File: config.mk
export PLATFORM = sky130hd
export DESIGN_NAME = reg_file_mp_flat
export DESIGN_NICKNAME = d
export VERILOG_FILES = /design/src/rtl/reg_file_mp_if.sv /design/src/rtl/reg_file_mp.sv /design/src/flat_wrapper.sv
export SDC_FILE = /design/constraint.sdc
export NUM_CORES = 2
export LEC_CHECK = 0
export CORE_MARGIN = 2
export CORE_UTILIZATION = 37
export DETAILED_ROUTE_END_ITERATION = 7
export MAX_ROUTING_LAYER = met4
export SLEW_MARGIN = 30
export SYNTH_ARGS = -nofsm -noshare
export SYNTH_HDL_FRONTEND = slang
export SYNTH_SLANG_ARGS = --single-unit
File: constraint.sdc
create_clock -name clk -period 6.1 [get_ports clk]
set_clock_uncertainty 0.1 [all_clocks]
set_input_delay 0.61 -clock clk [delete_from_list [all_inputs] [get_ports clk]]
set_output_delay 0.61 -clock clk [all_outputs]
set_load 0.1 [all_outputs]
File: src/rtl/reg_file_mp_if.sv
// reg_file_mp_if: read, write, issue and scoreboard signals of the multi-port register file
interface reg_file_mp_if #(
    parameter int XLEN = 32,
    parameter int AW   = 5,
    parameter int NRD  = 2
);
    logic [NRD*AW-1:0]   raddr;
    logic [NRD*XLEN-1:0] rdata;
    logic [NRD-1:0]      hazard;
    logic                we0;
    logic [AW-1:0]       waddr0;
    logic [XLEN-1:0]     wdata0;
    logic                we1;
    logic [AW-1:0]       waddr1;
    logic [XLEN-1:0]     wdata1;
    logic                issue_v;
    logic [AW-1:0]       issue_rd;
    logic [AW:0]         busy_cnt;

    modport master (
        output raddr, we0, waddr0, wdata0, we1, waddr1, wdata1, issue_v, issue_rd,
        input  rdata, hazard, busy_cnt
    );
    modport slave (
        input  raddr, we0, waddr0, wdata0, we1, waddr1, wdata1, issue_v, issue_rd,
        output rdata, hazard, busy_cnt
    );
endinterface

File: src/rtl/reg_file_mp.sv
// reg_file_mp: NRD-read / 2-write register file with optional bypass and busy scoreboard
module reg_file_mp #(
    parameter int XLEN   = 32,
    parameter int NREGS  = 32,
    parameter int NRD    = 2,
    parameter int BYPASS = 1,
    parameter int AW     = $clog2(NREGS)
) (
    input logic         clk,
    input logic         reset,
    reg_file_mp_if.slave bus
);
    logic [XLEN-1:0]     regs [NREGS];
    logic [NREGS-1:0]    busy, busy_nxt;
    logic [AW:0]         cnt_nxt;
    logic [AW-1:0]       ra;
    logic                m0, m1;
    logic [NRD*XLEN-1:0] rdata;
    logic [NRD-1:0]      hazard;

    always_comb begin
        busy_nxt = busy;
        if (bus.we0) busy_nxt[bus.waddr0] = 1'b0;
        if (bus.we1) busy_nxt[bus.waddr1] = 1'b0;
        // a new producer replaces the completing one, so set overrides clear
        if (bus.issue_v) busy_nxt[bus.issue_rd] = 1'b1;
        busy_nxt[0] = 1'b0;
        cnt_nxt = '0;
        for (int i = 0; i < NREGS; i++) cnt_nxt = cnt_nxt + {{AW{1'b0}}, busy_nxt[i]};
    end

    always_ff @(posedge clk) begin
        if (!reset) begin
            for (int i = 0; i < NREGS; i++) regs[i] <= '0;
            busy         <= '0;
            bus.busy_cnt <= '0;
        end else begin
            if (bus.we0 && bus.waddr0 != '0) regs[bus.waddr0] <= bus.wdata0;
            if (bus.we1 && bus.waddr1 != '0) regs[bus.waddr1] <= bus.wdata1;
            busy         <= busy_nxt;
            bus.busy_cnt <= cnt_nxt;
        end
    end

    always_comb begin
        rdata  = '0;
        hazard = '0;
        ra     = '0;
        m0     = 1'b0;
        m1     = 1'b0;
        for (int k = 0; k < NRD; k++) begin
            ra = bus.raddr[k*AW +: AW];
            m0 = BYPASS != 0 && bus.we0 && bus.waddr0 == ra && ra != '0;
            m1 = BYPASS != 0 && bus.we1 && bus.waddr1 == ra && ra != '0;
            rdata[k*XLEN +: XLEN] = m1 ? bus.wdata1 : m0 ? bus.wdata0 : regs[ra];
            hazard[k] = busy[ra] && ra != '0 && !(m0 || m1);
        end
    end

    assign bus.rdata  = rdata;
    assign bus.hazard = hazard;
endmodule

File: src/flat_wrapper.sv
// flat-port wrapper written by rule: the top's interface ports become plain ports
module reg_file_mp_flat 
#(
    parameter int XLEN   = 32,
    parameter int NREGS  = 32,
    parameter int NRD    = 2,
    parameter int BYPASS = 1,
    parameter int AW     = $clog2(NREGS)
)
  (clk, reset, bus_raddr, bus_we0, bus_waddr0, bus_wdata0, bus_we1, bus_waddr1, bus_wdata1, bus_issue_v, bus_issue_rd, bus_rdata, bus_hazard, bus_busy_cnt);
  reg_file_mp_if #(.XLEN(XLEN), .AW(AW), .NRD(NRD)) bus_i ();
  input logic clk;
  input logic reset;
  input wire logic [$bits(bus_i.raddr)-1:0] bus_raddr;
  input wire logic [$bits(bus_i.we0)-1:0] bus_we0;
  input wire logic [$bits(bus_i.waddr0)-1:0] bus_waddr0;
  input wire logic [$bits(bus_i.wdata0)-1:0] bus_wdata0;
  input wire logic [$bits(bus_i.we1)-1:0] bus_we1;
  input wire logic [$bits(bus_i.waddr1)-1:0] bus_waddr1;
  input wire logic [$bits(bus_i.wdata1)-1:0] bus_wdata1;
  input wire logic [$bits(bus_i.issue_v)-1:0] bus_issue_v;
  input wire logic [$bits(bus_i.issue_rd)-1:0] bus_issue_rd;
  output wire logic [$bits(bus_i.rdata)-1:0] bus_rdata;
  output wire logic [$bits(bus_i.hazard)-1:0] bus_hazard;
  output wire logic [$bits(bus_i.busy_cnt)-1:0] bus_busy_cnt;
  assign bus_i.raddr = bus_raddr;
  assign bus_i.we0 = bus_we0;
  assign bus_i.waddr0 = bus_waddr0;
  assign bus_i.wdata0 = bus_wdata0;
  assign bus_i.we1 = bus_we1;
  assign bus_i.waddr1 = bus_waddr1;
  assign bus_i.wdata1 = bus_wdata1;
  assign bus_i.issue_v = bus_issue_v;
  assign bus_i.issue_rd = bus_issue_rd;
  assign bus_rdata = bus_i.rdata;
  assign bus_hazard = bus_i.hazard;
  assign bus_busy_cnt = bus_i.busy_cnt;
  reg_file_mp #(.XLEN(XLEN), .NREGS(NREGS), .NRD(NRD), .BYPASS(BYPASS), .AW(AW)) u_core (.clk(clk), .reset(reset), .bus(bus_i));
endmodule
=== Yosys cells after proc, flatten, opt, wreduce, memory -nomap -nowiden ===
Memory sizes are Yosys's and may differ from the RTL's.
Index checks and enable logic that the tools add are counted.

* $add $sub $neg: 30
* Magnitude comparators: 8
* Equality and inequality tests: 4
* Multiplexer cells: 30
* Bitwise operators: 5
* Reductions and logical operators: 27

{| class="wikitable"
|+ Operators by type and width
! operator !! count
|-
| 32-bit two-way mux || 9
|-
| 6-bit by 1-bit adder with 6-bit output || 29
|-
| 32-bit AND || 2
|-
| 32-bit NOT || 2
|-
| 32-bit OR reduction || 2
|-
| 32-bit bitwise OR || 1
|-
| 5-bit by 6-bit less-than comparator with 1-bit output (second input constant) || 5
|-
| 5-bit == test || 4
|-
| 5-bit nonzero test || 4
|-
| 1-bit logical AND || 17
|-
| 1-bit demux with 5-bit select || 3
|-
| 5-bit by 1-bit greater-or-equal comparator with 1-bit output (second input constant) || 3
|-
| 1-bit two-way mux || 14
|-
| 1-bit binary-select mux with 5-bit select || 2
|-
| 5-bit two-way mux || 2
|-
| 1-bit by 1-bit adder with 2-bit output || 1
|-
| 1-bit logical NOT || 2
|-
| 1-bit logical OR || 2
|}

* Bits in registers: 38
* Memory bits (writable): 1024
* Bits of input ports: 94
* Output and inout port bits: 72
* Memories: 1

{| class="wikitable"
|+ Memories
! memory !! depth !! width !! read ports !! clocked after memory_dff !! write ports !! line !! source
|-
| u_core.regs || 32 || 32 || 2 || 0 || 32 || reg_file_mp.sv:13 || <nowiki>logic [XLEN-1:0] regs [NREGS];</nowiki>
|}

=== Logic depth before layout (Yosys ltp) ===
* Depth in word-level cells: 41
* Depth in mapped cells: 23

=== Least setup slack after synthesis ===
No wires, ideal clock.

* Kind: input-to-reg
* Start point: input port bus_waddr0[0]
* End point: register u_core.bus.busy_cnt[4]
* Library setup time: 0.177 ns
* Arrival time: 6.087 ns
* Required time: 5.823 ns
* Slack: -0.264 ns
* Stages on the path: 20
* Path buffers: 1
* Path through: clkbuf_1 -> nand2b_1 -> nor2_1 -> nand2_1 -> a32o_1 -> ha_1 -> inv_1 -> fa_1 -> fa_1 -> fa_1 -> fa_1 -> fa_1 -> inv_1 -> fa_1 -> ha_1 -> fa_1 -> a21o_1 -> a21oi_1 -> xor2_1 -> nor2_1

* Cells in the longest elaborated chain, start to end: 41
* Elaborated cells on any way between the ends: 42
* Classes of those cells: add/sub (30); order compare (2); mux (5); bitwise (4); reduce/logical (1)

{| class="wikitable"
|+ RTL lines
! item !! line !! source
|-
| from (decl) || flat_wrapper.sv:16 || <nowiki>input wire logic [$bits(bus_i.waddr0)-1:0] bus_waddr0;</nowiki>
|-
| 5-bit by 6-bit less-than comparator with 1-bit output (not written as such) / 5-bit by 1-bit greater-or-equal comparator with 1-bit output (equally long branches) || reg_file_mp.sv:23 || <nowiki>if (bus.we0) busy_nxt[bus.waddr0] = 1'b0;</nowiki>
|-
| 1-bit logical AND (not written as such) || reg_file_mp.sv:23 ||
|-
| 1-bit two-way mux (not written as such) || reg_file_mp.sv:23 ||
|-
| 1-bit demux with 5-bit select (*) || -- ||
|-
| 32-bit NOT (no line) (*) || -- ||
|-
| 32-bit AND (no line) (*) || -- ||
|-
| 32-bit two-way mux (*) || reg_file_mp.sv:23 ||
|-
| 32-bit AND (no line) || -- ||
|-
| 32-bit two-way mux (*) || reg_file_mp.sv:24 || <nowiki>if (bus.we1) busy_nxt[bus.waddr1] = 1'b0;</nowiki>
|-
| 32-bit bitwise OR (no line) || -- ||
|-
| 32-bit two-way mux (*) || reg_file_mp.sv:26 || <nowiki>if (bus.issue_v) busy_nxt[bus.issue_rd] = 1'b1;</nowiki>
|-
| named net u_core.busy_nxt[2] || reg_file_mp.sv:14 || <nowiki>logic [NREGS-1:0] busy, busy_nxt;</nowiki>
|-
| 1-bit by 1-bit adder with 2-bit output (*) || reg_file_mp.sv:29 || <nowiki>for (int i = 0; i < NREGS; i++) cnt_nxt = cnt_nxt + {{AW{1'b0}}, busy_nxt[i]};</nowiki>
|-
| 6-bit by 1-bit adder with 6-bit output (*) (29 in a row) || reg_file_mp.sv:29 ||
|-
| to (signal assigned) || reg_file_mp.sv:41 || <nowiki>bus.busy_cnt <= cnt_nxt;</nowiki>
|-
| to (decl) || reg_file_mp_if.sv:26 || <nowiki>output rdata, hazard, busy_cnt</nowiki>
|}

The timed path passes the listed nets; every way through them passes the cells marked *.
A chain may end at the register's enable or synchronous reset.

=== Final worst setup path ===
* Start point: input port bus_waddr1[4]
* End point: register u_core.bus.busy_cnt[4]

* Cells in the longest elaborated chain, start to end: 39
* Elaborated cells on any way between the ends: 40
* Classes of those cells: add/sub (30); order compare (2); mux (4); bitwise (3); reduce/logical (1)

{| class="wikitable"
|+ RTL lines
! item !! line !! source
|-
| from (decl) || flat_wrapper.sv:19 || <nowiki>input wire logic [$bits(bus_i.waddr1)-1:0] bus_waddr1;</nowiki>
|-
| 5-bit by 6-bit less-than comparator with 1-bit output (not written as such) / 5-bit by 1-bit greater-or-equal comparator with 1-bit output (equally long branches) || reg_file_mp.sv:24 ||
|-
| 1-bit logical AND (not written as such) || reg_file_mp.sv:24 ||
|-
| 1-bit two-way mux (not written as such) || reg_file_mp.sv:24 ||
|-
| 1-bit demux with 5-bit select (*) || -- ||
|-
| 32-bit NOT (no line) (*) || -- ||
|-
| 32-bit AND (no line) (*) || -- ||
|-
| 32-bit two-way mux (*) || reg_file_mp.sv:24 ||
|-
| 32-bit bitwise OR (no line) || -- ||
|-
| 32-bit two-way mux (*) || reg_file_mp.sv:26 ||
|-
| 1-bit by 1-bit adder with 2-bit output || reg_file_mp.sv:29 ||
|-
| 6-bit by 1-bit adder with 6-bit output (28 in a row) || reg_file_mp.sv:29 ||
|-
| 6-bit by 1-bit adder with 6-bit output (*) || reg_file_mp.sv:29 ||
|}

Every way passes the cells marked *; elsewhere a longest branch is shown, timed or not.

==> impl_metrics.yaml <==
outcome:
  status: "completed"
power:
  p_leak_nw: 24.30
  fin_total_pwr_mw: 19.36
  peakVddDrop_uv: 221.3
  cellPowerDensity_mw_per_mm2: 261.8
global_routing:
  grt_pass1_wl_um: 392100
  antenna_found_initial: 15
  grt_max_degree: 102
  overflow: 0
  grtUsageTotal: 0.3202
  grt_pass1_vias: 50553
final_layout:
  final_core_util: 0.4255
  fillers: 15829
  syn_to_final_growth_pct: 14.40
  layout-drive-gt1-share: 0.2420
  multi_input_area_sq_mm: 0.03062
  fin_cells: 7589
  seq_area_sq_mm: 0.03149
  layout.nets: 5279
sta:
  rsz0062_at_grt: "false"
  drv_slew: 0
  max_freq_ghz: 0.1700
  min_period_ps: 5881
  setup_viol: 0
  hold_violations: 0
  slew_headroom: 0.2390
  fin_crit_sh: 0.9641
  tightestPinTransition_ps: 1124
yosys:
  ys_warn_count: 0
  yosys-top-cells-count: "edfxtp_1, nand2_1, a22o_1"
  synthFlopType: "edfxtp_1"
  yosys.area.top_type: "edfxtp_1"
  synth_top_area_frac: 0.4756
  synth_area_per_cell_sq_um: 12.33
  synth_edf_count: 1024
  post_synth_num_cell_types: 69
  ys_ff_latch: 1061
  yosys.cell_count.top_type: "edfxtp_1"
  ys_seq_area_frac: 0.4871
  async_flop_share: 0
  syn_inst: 5243
  syn_area_sq_mm: 0.06465
  synthTopCellsByArea: "edfxtp_1, mux4_2, a22o_1"
drt:
  route.detailed.drc: 0
  avgRoutedWirePerCell_um: 37.28
  vias_per_cell: 6.801
  drt_iter0_markers: 8612
  dr.pass1.iters: 6
  dr_total_vias: 51610
  wl_um: 282900
  ant_nets: 0
critical_path:
  cp-start-kind: "primary input"
  cp.arrival_ps: 6410
  ff2ff_setup_slack_ps: 730
  cp.required_ps: 6630
  cp_max_fo: 7
  critPathKind: "in -> reg"
  critPathCaptureType: "register"
flow_run:
  drv_cap: 0
floorplanning:
  die_w_um: 422.0
  die_area_sq_mm: 0.1781
  core-area_sq_mm: 0.1738
  core.rowCount: 153
  chipHeight_um: 422.0
  io-pin-count: 166
  start_util: 0.3719
cts:
  max-clock-path-buffers: 3
  insertion_delay_ps: 760
  cts_hold_buf: 0
  cts.clk_slew.worst_paths_ps: 60
  cts_root_buf: "clkbuf_16"
  cts_made_buffers: 113
  cts_tree: "yes"
  numClockSinks: 1061
  htreeDepth: 3
worst_hold_path:
  hold_class: "reg -> reg"
place:
  io_buffers: 165
  dp.cells: 7362
  hpwl_um: 162500
  place.gp.congestion: 0.9367
-- where the power goes --
part	total, mW	internal [mW]	switching (mW)
Combinational	3.72	1.38	2.34
Sequential	8.64	8.42	0.217
Clock	7.01	3.87	3.13
Total	19.4	13.7	5.69
-- cell type report --
| class | count | area share |
|---|---|---|
| diodes | 17 | 0.0005752 |
| clock buffers | 137 | 0.04060 |
| clock inverters | 72 | 0.008323 |
| inverters | 29 | 0.001489 |
| multi-input cells | 3438 | 0.4140 |
| flip-flops and latches | 1061 | 0.4258 |
| well taps | 2325 | 0.03933 |
| repair buffers | 510 | 0.06993 |
-- stage by stage --
stage / hold WS [ps] / worst slack (ps) / TNS, ps / instance area, sq um
6_report: 475.8 / 219.2 / 0 / 73960
2_1_floorplan: 413.8 / -32.71 / -32.71 / 64850
3_5_place_dp: 475.5 / -545.6 / -1630 / 70280
4_1_cts: 491.8 / 200.0 / 0 / 73900
3_3_place_gp: 483.2 / -559.2 / -1608 / 70230
5_1_grt: 542.0 / 1.477 / 0 / 73960
-- repair_timing --
item | 4_1_cts | 5_1_grt
gates resized for setup | 0 | 4
buffers inserted | 0 | 1
setup endpoints to repair | 0 | 1
-- sequential cells by signal, indices dropped and copies added (netlist names) --
name,cells
u_core.bus.busy_cnt,6
u_core.busy,31
u_core.regs,1024
-- final timing paths --
| kind | cells after the start | from | end |
|---|---|---|---|
| worst min register to register | 2 | u_core.busy[5] | u_core.busy[5] |
| worst min-delay path | 2 | u_core.busy[5] | u_core.busy[5] |
| worst max register to register | 16 | u_core.busy[2] | u_core.bus.busy_cnt[4] |
| worst max-delay path | 21 | bus_waddr1[4] | u_core.bus.busy_cnt[4] |
-- worst max-delay path, cell delays in order --
cell and delay (ps):
clkdlybuf4s50_1 480, buf_4 170, nand2_1 80, nor2_1 250, a22oi_1 180, a22oi_1 320
fa_1 500, fa_1 550, inv_1 50, fa_1 470, inv_1 60, fa_1 480
fa_1 520, inv_1 60, fa_1 460, ha_2 220, fa_2 390, a21o_1 180
a21oi_1 160, xor2_1 170, nor2_1 50
-- cells by family after synthesis --
kind of cell | after synthesis | share of synthesized area
other | 1 | 0.00005800
AOI/OAI and AO/OA | 1286 | 0.1464
xor gates and xnor gates | 22 | 0.002980
adders and majority gates | 32 | 0.008864
DFF | 1061 | 0.4871
muxes | 738 | 0.2183
buffers and inverters | 775 | 0.04989
and+or+nand+nor | 1328 | 0.08645
-- placed cells by master, fill, tap and decap left out, drive strengths merged, types with 29 or more instances in the layout --
cell and instances:
inv 34, mux4 535, a221o 59, edfxtp 1024, conb 32, o21ai 459
nor2b 35, clkbuf 139, mux2i 177, dfxtp 37, a22o 577, nor4 29
clkdlybuf4s50 86, clkinv 57, a22oi 65, nor2 144, buf 420, nor3 35
nand2 952
-- per-layer routing --
metal | vias up | wire length (um) | track usage
met5 | - | 0 | -
met4 | 0 | 23710 | 0.2260
met3 | 1260 | 36830 | 0.08497
met2 | 4565 | 128400 | 0.4823
met1 | 25576 | 94000 | 0.3721
li1 | 20209 | - | -
Note: power is estimated with default switching activity, not from simulation.
